<file path="src/rtl/synchronous_fifo.sv">
// Single-clock FIFO with registered read data, full/empty/count status and
// one-cycle overflow/underflow indications for rejected requests.
module synchronous_fifo #(
    parameter int DATA_WIDTH = 8,
    parameter int DEPTH      = 16
) (
    input  logic                     clk,
    input  logic                     rst,
    input  logic                     wr_en,
    input  logic                     rd_en,
    input  logic [DATA_WIDTH-1:0]    din,
    output logic [DATA_WIDTH-1:0]    dout,
    output logic                     full,
    output logic                     empty,
    output logic [$clog2(DEPTH):0]   count,
    output logic                     overflow,
    output logic                     underflow
);

    localparam int ADDR_W = $clog2(DEPTH);
    localparam logic [ADDR_W:0] PTR_ONE = 1;

    logic [DATA_WIDTH-1:0] mem [DEPTH];
    logic [ADDR_W:0]       wr_ptr;
    logic [ADDR_W:0]       rd_ptr;
    logic                  wr_accept;
    logic                  rd_accept;

    // Pointers carry one extra MSB so a full buffer is distinguishable from an empty one.
    assign empty = (wr_ptr == rd_ptr);
    assign full  = (wr_ptr[ADDR_W-1:0] == rd_ptr[ADDR_W-1:0]) &&
                   (wr_ptr[ADDR_W] != rd_ptr[ADDR_W]);
    assign count = wr_ptr - rd_ptr;

    // A read on the same edge frees the slot, so a full buffer still takes a write.
    assign rd_accept = rd_en && !empty;
    assign wr_accept = wr_en && (!full || rd_accept);

    assign overflow  = rst && wr_en && !wr_accept;
    assign underflow = rst && rd_en && empty;

    always_ff @(posedge clk or negedge rst) begin
        if (!rst) begin
            wr_ptr <= '0;
            rd_ptr <= '0;
            dout   <= '0;
        end else begin
            if (wr_accept) begin
                wr_ptr <= wr_ptr + PTR_ONE;
            end
            if (rd_accept) begin
                rd_ptr <= rd_ptr + PTR_ONE;
                dout   <= mem[rd_ptr[ADDR_W-1:0]];
            end
        end
    end

    // Storage is deliberately left out of reset.
    always_ff @(posedge clk) begin
        if (wr_accept) begin
            mem[wr_ptr[ADDR_W-1:0]] <= din;
        end
    end

endmodule

</file>
<file path="config.mk">
export PLATFORM = sky130hd
export DESIGN_NAME = synchronous_fifo
export DESIGN_NICKNAME = d
export VERILOG_FILES = /design/src/rtl/synchronous_fifo.sv
export SDC_FILE = /design/constraint.sdc
export NUM_CORES = 1
export LEC_CHECK = 0
export ABC_CLOCK_PERIOD_IN_PS = 3100
export CORE_MARGIN = 2
export CORE_UTILIZATION = 40
export CTS_CLUSTER_SIZE = 28
export DETAILED_ROUTE_END_ITERATION = 10
export DONT_BUFFER_PORTS = 1
export GPL_TIMING_DRIVEN = 0
export PLACE_DENSITY = 0.56
export SLEW_MARGIN = 0
export SYNTH_ARGS = -nofsm -noshare
export SYNTH_HDL_FRONTEND = slang
export SYNTH_SLANG_ARGS = --single-unit
</file>
<file path="constraint.sdc">
create_clock -name clk -period 3.1 [get_ports clk]
set_clock_uncertainty 0.05 [all_clocks]
set_input_delay 0.62 -clock clk [delete_from_list [all_inputs] [get_ports clk]]
set_output_delay 0.62 -clock clk [all_outputs]
set_load 0.005 [all_outputs]
</file>
==> Word-level counts from Yosys, hierarchy flattened <==
Memory sizes are Yosys's and may differ from the RTL's. A register that Yosys moved wholly into a read port is not among the register bits.
Cells that the tools add are included.
{ "classes": {"n_mux": 2, "n_eq_ne": 3, "reduce_logical": 12, "addsub": 3} }
{ "op_table": {"columns": ["op", "count"], "rows": [
  ["5-bit by 1-bit adder with 5-bit output, second input constant", 2],
  ["1-bit logical AND", 7],
  ["5-bit == test", 1],
  ["5-bit subtractor", 1],
  ["4-bit == test", 1],
  ["1-bit logical NOT", 4],
  ["1-bit two-way mux", 2],
  ["1-bit logical OR", 1],
  ["1-bit inequality test", 1]
]} }
{ "totals": {"inputBits": 12, "memories": 1, "wordCells": 23, "regBits": 10, "ram_bits": 128} }
{ "memory_table": {"columns": ["memory", "words", "word_bits", "read_ports", "rd_clocked_by_memory_dff", "write_ports", "line", "rtl"], "rows": [
  ["mem", 16, 8, 1, 1, 1, "23", "logic [DATA_WIDTH-1:0] mem [DEPTH];"]
]} }

==> Depth between registers and ports, before layout <==
{ "depth": {"word_depth": 7, "mapped_depth": 9, "depth_no_buf": 7} }

==> Worst setup path before layout <==
No wires, ideal clock.
{ "synth_timing": {"path_kind": "register -> register", "from": "reg rd_ptr[3]", "to": "mem mem[12][0], enable pin", "synth_period_minus_slack_ps": 2362, "setup_slack_ps": 738, "arrival_time_ps": 2035, "n_path_buf": 2, "path_stages_with_launch": 9, "setup_ps": 277, "cell_sequence": "dfrtp_1 -> buf_2 -> clkbuf_1 -> inv_1 -> ha_1 -> nand4_1 -> o31a_1 -> and3_1 -> and2_1"} }
{ "synth_via": {"elab_chain_cells": 7} }
{ "synth_lines": {"columns": ["item", "line", "rtl"], "rows": [
  ["from (decl)", "25", "logic [ADDR_W:0] rd_ptr;"],
  ["from (signal assigned)", "52", "rd_ptr <= rd_ptr + PTR_ONE;"],
  ["5-bit == test / 4-bit == test (equally long branches)", "30, 31", null],
  ["1-bit logical NOT / 1-bit logical AND (equally long branches)", "36, 31", null],
  ["1-bit logical AND / 1-bit logical NOT (equally long branches)", "36, 37", null],
  ["1-bit logical OR (*)", "37", "assign wr_accept = wr_en && (!full || rd_accept);"],
  ["1-bit logical AND (*)", "37", null],
  ["1-bit two-way mux (*)", "60", "if (wr_accept) begin"],
  ["1-bit two-way mux (not written as such) (*)", "61", "mem[wr_ptr[ADDR_W-1:0]] <= din;"],
  ["to (decl)", "23", null]
]} }
Every way passes the cells marked *; elsewhere a longest branch is shown, timed or not.

==> Final worst setup path <==
{ "layout_timing": {"from": "reg rd_ptr[1]", "to": "out count[4]"} }
{ "layout_via": {"elab_chain_cells": 1} }
{ "layout_lines": {"columns": ["item", "line", "rtl"], "rows": [
  ["5-bit subtractor", "33", "assign count = wr_ptr - rd_ptr;"],
  ["to (decl)", "15", "output logic [$clog2(DEPTH):0] count,"]
]} }
Every way passes these cells.

==> flow_summary.json <==
{
  "synth.most_common_cell": "edfxtp_1",
  "holdPathStages": 0,
  "syn2layout_area_growth_pct": 13.9,
  "clockPowerShare": 0.301,
  "synth.avg_cell_area_um2": 17.0,
  "crit_required_ps": 2430,
  "final_nets": 393,
  "place.port_buffers": 0,
  "slew_headroom": 0.424,
  "hp-class": "input port to flop",
  "drt_pass1_iterations": 4,
  "end_kind": "output port",
  "max_cap_violations": 0,
  "synth_top_cell_by_area": "edfxtp_1",
  "setup_viol": 0,
  "drv_slew": 0,
  "tightest_slew_ps": 861,
  "final_cells": 568,
  "place_inst": 536,
  "cts_tree": "done",
  "grt_pass1_wl_um": 18400,
  "drt_iter0_markers": 227,
  "dieArea_um2": 16000,
  "finalWirelength_um": 12300,
  "htreeDepth": 4,
  "p_int_uw": 4480,
  "synth_area_um2": 5990,
  "grt_pass1_vias": 3034,
  "dominantRegCellSynth": "edfxtp_1",
  "gp_congestion": 0.754,
  "core_area_um2": 14600,
  "switchingPower_uw": 2090,
  "power_frac_comb": 0.301,
  "cts_post_setup_buffers_inserted": 0,
  "rsz0062_at_grt": "false",
  "path_max_fanout": 10,
  "clock-sinks": 146,
  "final_hold_viol_count": 0,
  "ys_types": 40,
  "synth_common_cells": "128 x edfxtp_1, 48 x mux2i_1, 19 x nor2_1",
  "path_clk_slew_ps": 60,
  "ys_warn_count": 0,
  "p_sw_frac": 0.318,
  "ir_drop_v": 0.000541,
  "fillers": 1221,
  "seqPwrFrac": 0.398,
  "ios": 29,
  "grt_overflow": 0,
  "grt_start_max_net_pins": 19,
  "min_period_ps": 2950,
  "syn_inst": 352,
  "r2r.worst_path.cells": 7,
  "worst_ep_arrival_time_ps": 2280,
  "start_util": 0.410,
  "netlist_top_cells_area": "edfxtp_1 64%, mux2i_1 8.0%, dfrtp_1 7.5%",
  "min_to": "mem[13][3]$_DFFE_PP_",
  "synthArstFlopShare": 0.123,
  "worst_r2r_endpoint": "mem[0][7]$_DFFE_PP_",
  "ys_seq_elements": 146,
  "start_kind": "flop",
  "r2r_setup_slack_ps": 260,
  "period_share": 0.953,
  "die_h_um": 126,
  "fmax_mhz": 339,
  "syn_nets": 374,
  "die_x_um": 126,
  "p_total_uw": 6580,
  "grt_usage": 0.161,
  "hp-start": "din[3]",
  "final_antenna_net_count": 0,
  "yosysTopAreaCellShare": 0.642,
  "cts_root_buffer": "clkbuf_16",
  "layout-drive-gt1-share": 0.138,
  "p_per_area_nw_per_um2": 965,
  "via_per_inst": 5.32,
  "wire_per_inst_um": 21.7,
  "crit_start": "rd_ptr[1]$_DFFE_PN0P_",
  "num_vias": 3019,
  "power.leakage_uw": 0.00240,
  "synth_edf_count": 128,
  "seq_area_frac_synth": 0.717,
  "r2r_start": "rd_ptr[1]$_DFFE_PN0P_",
  "numCtsBuffers": 17,
  "remaining_drc_errors": 0,
  "diodes": 0,
  "fp-row-count": 44,
  "setup_tns_ps": 0,
  "place_hpwl_um": 8100,
  "clkLatencyLatePin_ps": 420,
  "antenna_found_initial": 0,
  "cts_buffer_depth": 2,
  "criticalPathCategory": "flop to output port",
  "status": "complete, no violations"
}
==> power by group through the flow <==
| stage | clock network [uW] | registers, uW | logic, uW |
|---|---|---|---|
| after CTS | 2000 | 2620 | 2010 |
| after floorplan | 0 | 2590 | 1500 |
| after global placement | 0 | 2650 | 1980 |
| after global routing | 2090 | 2650 | 2160 |
| after detailed placement | 0 | 2660 | 2000 |
| final | 1980 | 2620 | 1980 |
==> worst max path at each step <==
| stage | end | slack, ps | cells after the start |
|---|---|---|---|
| 2_1_floorplan | mem[12][0]$_DFFE_PP_ | 740 | 8 |
| 3_3_place_gp | mem[9][4]$_DFFE_PP_ | 20 | 8 |
| 3_5_place_dp | mem[9][4]$_DFFE_PP_ | -100 | 8 |
| 4_1_cts | count[4] | 100 | 6 |
| 5_1_grt | count[4] | 10 | 6 |
| 6_report | count[4] | 150 | 6 |
==> registers in the layout, indices dropped and copies added, names as in the netlist <==
name and cells:
rd_ptr 5, mem 128, dout 8, wr_ptr 5
==> area by class of cell <==
class / count / area [um^2] / area share
plain buffers: 14 / 121 / 0.0178
clock buffers: 21 / 450 / 0.0661
clock inverters: 11 / 131 / 0.0193
inverters: 7 / 26.3 / 0.00385
multi-input cells: 184 / 1550 / 0.228
flip-flops and latches: 146 / 4290 / 0.630
well taps: 184 / 230 / 0.0338
repair buffers: 1 / 10.0 / 0.00147
==> layout by cell type (no fill, tap or decap), drive strengths merged, types with 2 or more instances in the layout <==
master / instances
edfxtp: 128
mux2i: 48
clkbuf: 21
nor2: 19
dfrtp: 18
o22ai: 16
and2: 16
buf: 14
o21ai: 10
ha: 9
xnor2: 9
a221oi: 8
a31oi: 8
inv: 8
mux4: 8
clkinvlp: 6
nand2: 5
nand4: 4
xor2: 3
a21o: 2
a21oi: 2
nand3: 2
and3: 2
nand3b: 2
clkinv: 2
bufinv: 2
nor3b: 2
==> worst max-delay path: stages, from the launching register on <==
cell and delay, ps:
dfrtp_1 530, buf_4 260, inv_1 120, fa_1 440
a21o_1 190, a21oi_1 170, xnor2_1 160
==> metrics by stage <==
| stage | worst slack (ps) | cell area (um^2) | hold slack, ps | utilization |
|---|---|---|---|---|
| 6_report | 146 | 6820 | 248 | 0.467 |
| 2_1_floorplan | 738 | 5990 | 274 | - |
| 3_5_place_dp | -97.3 | 6220 | 275 | 0.426 |
| 4_1_cts | 99.2 | 6810 | 231 | 0.467 |
| 5_1_grt | 10.4 | 6820 | 229 | 0.467 |
| 3_3_place_gp | 15.4 | 6220 | 275 | 0.426 |
==> timing repair <==
item / CTS / global route
gates cloned: 0 / 0
endpoints found under the setup margin: 51 / 32
endpoints found under the hold margin: 18 / 0
hold buffers: 1 / 0
gates resized for setup: 1 / 4
==> routing by layer <==
metal / global-route usage / wire length (um) / part of all wire
met5: 0 / 0 / 0
met4: 0.0640 / 186 / 0.015
met2: 0.250 / 5860 / 0.48
met1: 0.222 / 5580 / 0.45
met3: 0.0380 / 670 / 0.054
==> kinds of logic (layout without fill, tap and decap cells) <==
group                      Yosys count  count (layout)  synth area share
muxes                               56              56             0.112
buffers and inverters               22              54            0.0249
and+or+nand+nor                     57              57            0.0506
DFF                                146             146             0.717
xor gates and xnor gates            12              12            0.0188
AOI/OAI and AO/OA                   49              49            0.0541
adders and majority gates           10              10            0.0222
Note: power is estimated with default switching activity, not from simulation.
